### src/rtl/core_control_fsm.sv
// core_control_fsm: fetch/decode/execute sequencer that decodes 16-bit instructions into datapath controls
module core_control_fsm (
    input  logic        clk,
    input  logic        Reset,
    input  logic [15:0] Instr_In,
    input  logic [4:0]  Flags_In,
    output logic [15:0] PC,
    output logic [3:0]  A_Mux_input,
    output logic [3:0]  B_Mux_input,
    output logic [3:0]  Reg_Enable,
    output logic        Imm_mux_input,
    output logic [15:0] Immediate,
    output logic [7:0]  OP,
    output logic        cin,
    output logic        Tri_Enable,
    output logic        Flags_Enable,
    output logic        Halted
);
    typedef enum logic [1:0] {S_FETCH, S_DECODE, S_EXECUTE, S_HALT} state_t;

    state_t      r_state;
    state_t      w_next;
    logic [15:0] r_pc;
    logic [15:0] r_ir;
    logic [15:0] w_pc_next;
    logic [3:0]  w_opcode;
    logic [3:0]  w_rdest;
    logic [3:0]  w_ext;
    logic [3:0]  w_rsrc;
    logic [15:0] w_sext;
    logic        w_rtype;
    logic        w_itype;
    logic        w_alu;
    logic        w_cmp;
    logic        w_branch;
    logic        w_halt;
    logic        w_cond;
    logic        w_c;
    logic        w_l;
    logic        w_f;
    logic        w_z;
    logic        w_n;

    assign w_opcode = r_ir[15:12];
    assign w_rdest  = r_ir[11:8];
    assign w_ext    = r_ir[7:4];
    assign w_rsrc   = r_ir[3:0];
    assign w_sext   = {{8{r_ir[7]}}, r_ir[7:0]};

    assign w_rtype  = w_opcode == 4'h0;
    assign w_itype  = w_opcode >= 4'h1 && w_opcode <= 4'hB;
    assign w_alu    = w_rtype || w_itype;
    assign w_cmp    = (w_rtype && w_ext == 4'hB) || w_opcode == 4'hB;
    assign w_branch = w_opcode == 4'hC;
    assign w_halt   = w_opcode == 4'hF;

    assign {w_c, w_l, w_f, w_z, w_n} = Flags_In;

    assign PC            = r_pc;
    assign A_Mux_input   = w_rdest;
    assign B_Mux_input   = w_rsrc;
    assign Reg_Enable    = w_rdest;
    assign Immediate     = w_sext;
    assign Imm_mux_input = w_itype;
    assign OP            = w_rtype ? {4'h0, w_ext} : w_itype ? {w_opcode, 4'h0} : 8'h00;
    assign cin           = (w_rtype && w_ext == 4'h7) ? w_c : 1'b0;

    // Branch condition selected by the Rdest field, evaluated against the live flags
    always_comb begin
        w_cond = 1'b0;
        case (w_rdest)
            4'h0:    w_cond = w_z;
            4'h1:    w_cond = !w_z;
            4'h2:    w_cond = w_c;
            4'h3:    w_cond = !w_c;
            4'h4:    w_cond = w_l;
            4'h5:    w_cond = !w_l;
            4'h6:    w_cond = w_n;
            4'h7:    w_cond = !w_n;
            4'h8:    w_cond = w_f;
            4'h9:    w_cond = !w_f;
            4'hE:    w_cond = 1'b1;
            default: w_cond = 1'b0;
        endcase
    end

    // State, PC and instruction register; reset drops straight back to FETCH at address 0 with a NOP in IR
    always_ff @(posedge clk or negedge Reset) begin
        if (!Reset) begin
            r_state <= S_FETCH;
            r_pc    <= 16'h0000;
            r_ir    <= 16'hE000;
        end else begin
            r_state <= w_next;
            r_pc    <= w_pc_next;
            if (r_state == S_DECODE)
                r_ir <= Instr_In;
        end
    end

    // Next state, next PC and the state-qualified enables
    always_comb begin
        w_next       = r_state;
        w_pc_next    = r_pc;
        Tri_Enable   = 1'b0;
        Flags_Enable = 1'b0;
        Halted       = 1'b0;
        case (r_state)
            S_FETCH:  w_next = S_DECODE;
            S_DECODE: w_next = S_EXECUTE;
            S_EXECUTE: begin
                Tri_Enable   = w_alu && !w_cmp;
                Flags_Enable = w_alu;
                w_next       = w_halt ? S_HALT : S_FETCH;
                w_pc_next    = w_halt ? r_pc : (w_branch && w_cond) ? r_pc + w_sext : r_pc + 16'd1;
            end
            S_HALT:   Halted = 1'b1;
            default:  w_next = S_FETCH;
        endcase
    end
endmodule

### config.mk
export PLATFORM = sky130hd
export DESIGN_NAME = core_control_fsm
export DESIGN_NICKNAME = d
export VERILOG_FILES = /design/src/rtl/core_control_fsm.sv
export SDC_FILE = /design/constraint.sdc
export NUM_CORES = 1
export LEC_CHECK = 0
export ABC_AREA = 1
export CORE_ASPECT_RATIO = 1.2
export CORE_MARGIN = 3
export CORE_UTILIZATION = 48
export DETAILED_ROUTE_END_ITERATION = 7
export GPL_ROUTABILITY_DRIVEN = 0
export PLACE_DENSITY = 0.81
export SLEW_MARGIN = 10
export SYNTH_ARGS = -nofsm -noshare
export SYNTH_HDL_FRONTEND = slang
export SYNTH_SLANG_ARGS = --single-unit
### constraint.sdc
create_clock -name clk -period 3.58 [get_ports clk]
set_clock_uncertainty 0.1 [all_clocks]
set_input_delay 0.716 -clock clk [delete_from_list [all_inputs] [get_ports clk]]
set_output_delay 0.716 -clock clk [all_outputs]
set_load 0.1 [all_outputs]
==> results.sh, run 1 <==
export IMPL_wire_per_inst_um=12.90
export IMPL_slew_headroom=0.3229
export IMPL_ys_top_cells_by_count="95 x nand2_1, 45 x inv_1, 31 x dfrtp_1"
export IMPL_n_fill_cell=503
export IMPL_start_util=0.5014
export IMPL_dr_total_vias=2415
export IMPL_cts_resized=0
export IMPL_drc=0
export IMPL_drive_above_1_share=0.2254
export IMPL_crit_family="simple AND/OR/NAND/NOR gates"
export IMPL_wl_um=6295
export IMPL_yosys_area_top_type_share=0.2881
export IMPL_critPathMaxFanout=6
export IMPL_critPathBufInv=4
export IMPL_grt_max_degree=35
export IMPL_antenna_found_initial=0
export IMPL_tightest_slew_ns=1.016
export IMPL_synth_edff_count=0
export IMPL_clkLatencyLatePin_ns=0.29
export IMPL_grt_ovfl_total=0
export IMPL_ys_seq_area_frac=0.3174
export IMPL_yosys_area_top_type="dfrtp_1"
export IMPL_area_growth_pct=23.05
export IMPL_postCtsHoldBufs=0
export IMPL_std_cell_rows=29
export IMPL_cts_buffers=5
export IMPL_timing_final_crit_share=0.8583
export IMPL_grt_first_pass_wirelength_um=10080
export IMPL_clockRootBuffer="clkbuf_8"
export IMPL_regArea_um2=854.6
export IMPL_clock_sinks=34
export IMPL_multi_input_area_um2=1416
export IMPL_cp_arrival_ns=3.15
export IMPL_finalMaxSlewViolations=0
export IMPL_antenna_cells=0
export IMPL_fin_crit_ns=3.073
export IMPL_cts_htree_levels=2
export IMPL_hold_viol=0
export IMPL_yosys_warnings=0
export IMPL_path_clk_slew_ns=0.08
export IMPL_max_cap_violations=0
export IMPL_status="finished, final reports clean"
export IMPL_synthFlopType="dfrtp_1"
export IMPL_ios=80
export IMPL_report_final_setup_viol=0
export IMPL_synth_area_leaders="dfrtp_1 29%, nand2_1 13%, ha_1 8.8%"
export IMPL_drtPass1Iterations=4
export IMPL_synth_area_per_cell_um2=7.238
export IMPL_fmax_ghz=0.3254
export IMPL_hold_path_class="reg -> reg"
export IMPL_path_class="in -> reg"
export IMPL_post_cts_setup_buffers=0
export IMPL_startpoint_type="input pin"
export IMPL_grt_pass1_vias=2246
export IMPL_synthesis_nets=415
export IMPL_synthArstFlopShare=1.000
export IMPL_setup_tns_ns=0
export IMPL_hpwl_um=4975
export IMPL_drtIter0Drc=52
export IMPL_grt_use_total=0.1962
export IMPL_detail_route_antenna_nets=0
export IMPL_die_h_um=88.05
export IMPL_cp_slowest_cell="clkdlybuf4s50_1"
export IMPL_timing_critical_path_cells="clkdlybuf4s50_1 -> nand3_1 -> nand2_1 -> nand2_1 -> nand2_1 -> nand2_1 -> nor2_4 -> inv_2 -> nor2_4 -> inv_1 -> fa_1 -> inv_1 -> nand3_1 -> nand2_1 -> nand2_1 -> nand2_2 -> nand3_1 -> nand2_1 -> nand2_1 -> nand3_1 -> nand2_1"
export IMPL_finalNetCount=468
export IMPL_crit_path_max_incr_delay_ns=0.50
export IMPL_synthesis_area_um2=2693
export IMPL_netlist_instances=372
export IMPL_yosysMostFrequentCell="nand2_1"
export IMPL_cts_buffer_depth=2
export IMPL_worst_path_most_repeated_cell="nand2_1"
export IMPL_vias_per_cell=4.949
export IMPL_cts_tree="yes"
export IMPL_core_um2=5370
export IMPL_port_buffers=79
export IMPL_crit_path_end_kind="flip-flop"
export IMPL_rsz0062_at_grt="false"
export IMPL_die_w_um=74.37
export IMPL_cp_required_ns=3.66
export IMPL_die_area_um2=6548
export IMPL_yosysUniqueCellTypes=32
export IMPL_synth_seq_cells=34
[per-stage QoR]
| step | cells | utilization | instance area, um^2 | setup slack [ns] | hold WS, ns |
|---|---|---|---|---|---|
| global placement | 480 | 0.6016 | 3231 | 0.2456 | 0.3858 |
| detailed placement | 480 | 0.6016 | 3231 | 0.2066 | 0.3961 |
| global route | 488 | 0.6170 | 3313 | 0.2148 | 0.4251 |
| floorplan | 372 | - | 2710 | 0.1098 | 0.3204 |
| CTS | 488 | 0.6170 | 3313 | 0.4998 | 0.4134 |
| finish | 488 | 0.6170 | 3313 | 0.5073 | 0.4086 |
[metal layers]
| layer | up-vias | wire (um) | global-route usage |
|---|---|---|---|
| met3 | 10 | 369 | 0.03789 |
| met5 | - | 0 | 0 |
| met4 | 0 | 83 | 0.04854 |
| li1 | 1246 | - | - |
| met2 | 70 | 3120 | 0.3477 |
| met1 | 1089 | 2721 | 0.2425 |
[placed cells by master, fill, tap and decap left out, drive strengths merged]
| cell | netlist | layout |
|---|---|---|
| nand2 | 110 | 110 |
| inv | 53 | 53 |
| buf | 30 | 47 |
| clkdlybuf4s50 | 0 | 33 |
| nor2 | 33 | 33 |
| dfrtp | 31 | 31 |
| o21ai | 30 | 30 |
| ha | 19 | 19 |
| nand3 | 18 | 18 |
| a21oi | 15 | 15 |
| xnor2 | 8 | 8 |
| clkbuf | 4 | 6 |
| nand4 | 3 | 3 |
| dfstp | 3 | 3 |
| nor3 | 3 | 3 |
| a21o | 2 | 2 |
| nand3b | 2 | 2 |
| xor2 | 2 | 2 |
| clkinv | 0 | 2 |
| a41oi | 1 | 1 |
| o31ai | 1 | 1 |
| and2 | 1 | 1 |
| o21bai | 1 | 1 |
| a31oi | 1 | 1 |
| fa | 1 | 1 |
[path summary, 6_finish.rpt]
| kind | startpoint | end | slack, ns | depth (start not counted) |
|---|---|---|---|---|
| max in group asynchronous | Reset | r_ir[15]$_DFFE_PN1P_ | 2.28 | 2 |
| hold / removal | PC[15]$_DFFE_PN0P_ | PC[15]$_DFFE_PN0P_ | 0.41 | 2 |
| setup reg to reg | r_ir[14]$_DFFE_PN1P_ | PC[14]$_DFFE_PN0P_ | 0.81 | 20 |
| hold reg to reg | PC[15]$_DFFE_PN0P_ | PC[15]$_DFFE_PN0P_ | 0.41 | 2 |
| setup / recovery | Flags_In[4] | PC[14]$_DFFE_PN0P_ | 0.51 | 21 |
| min in group asynchronous | Reset | r_ir[8]$_DFFE_PN0P_ | 0.75 | 2 |
[logic make-up after synthesis]
group,after synthesis,synth area share
adder cells (fa/ha/maj),20,0.09573
AND/OR/NAND/NOR,170,0.2881
buffers and inverters,87,0.1631
AO/OA/AOI/OAI,51,0.1032
XOR/XNOR,10,0.03253
flip-flops,34,0.3174
[worst min-delay path, delay by kind of cell (launching register included)]
kind	cells	cell delay [ns]
flops	1	0.37
simple gates	2	0.11
[state kept, by name, summed over array words and instances, names as in the netlist]
register and cells:
PC 16, r_ir 16, r_state 2
[final cells by class]
type | count | share of cell area
Clock buffer | 6 | 0.02190
Multi-Input combinational cell | 251 | 0.4275
Tap cell | 62 | 0.02341
Timing Repair Buffer | 80 | 0.2062
Clock inverter | 2 | 0.003021
Sequential cell | 34 | 0.2579
Inverter | 53 | 0.06005
Power of run 1 is not shown: default switching activity piles up to over one toggle a cycle in this logic, so the estimate is an artifact.
==> run 2: changes to the inputs <==
--- a/config.mk
+++ b/config.mk
@@ -12,7 +12,6 @@
 export DETAILED_ROUTE_END_ITERATION = 7
 export GPL_ROUTABILITY_DRIVEN = 0
 export PLACE_DENSITY = 0.81
-export SLEW_MARGIN = 10
 export SYNTH_ARGS = -nofsm -noshare
 export SYNTH_HDL_FRONTEND = slang
 export SYNTH_SLANG_ARGS = --single-unit
==> results of run 2 <==
Final layout, timing and power as in run 1 (identical DEF).
Power of run 2 is left out for the same reason.
==> run 3: changes to the inputs <==
--- a/config.mk
+++ b/config.mk
@@ -6,6 +6,7 @@
 export NUM_CORES = 1
 export LEC_CHECK = 0
 export ABC_AREA = 1
+export CAP_MARGIN = 25
 export CORE_ASPECT_RATIO = 1.2
 export CORE_MARGIN = 3
 export CORE_UTILIZATION = 48
==> results of run 3 <==
Final layout, timing and power as in run 1 (identical DEF).
Power of run 3 is left out for the same reason.
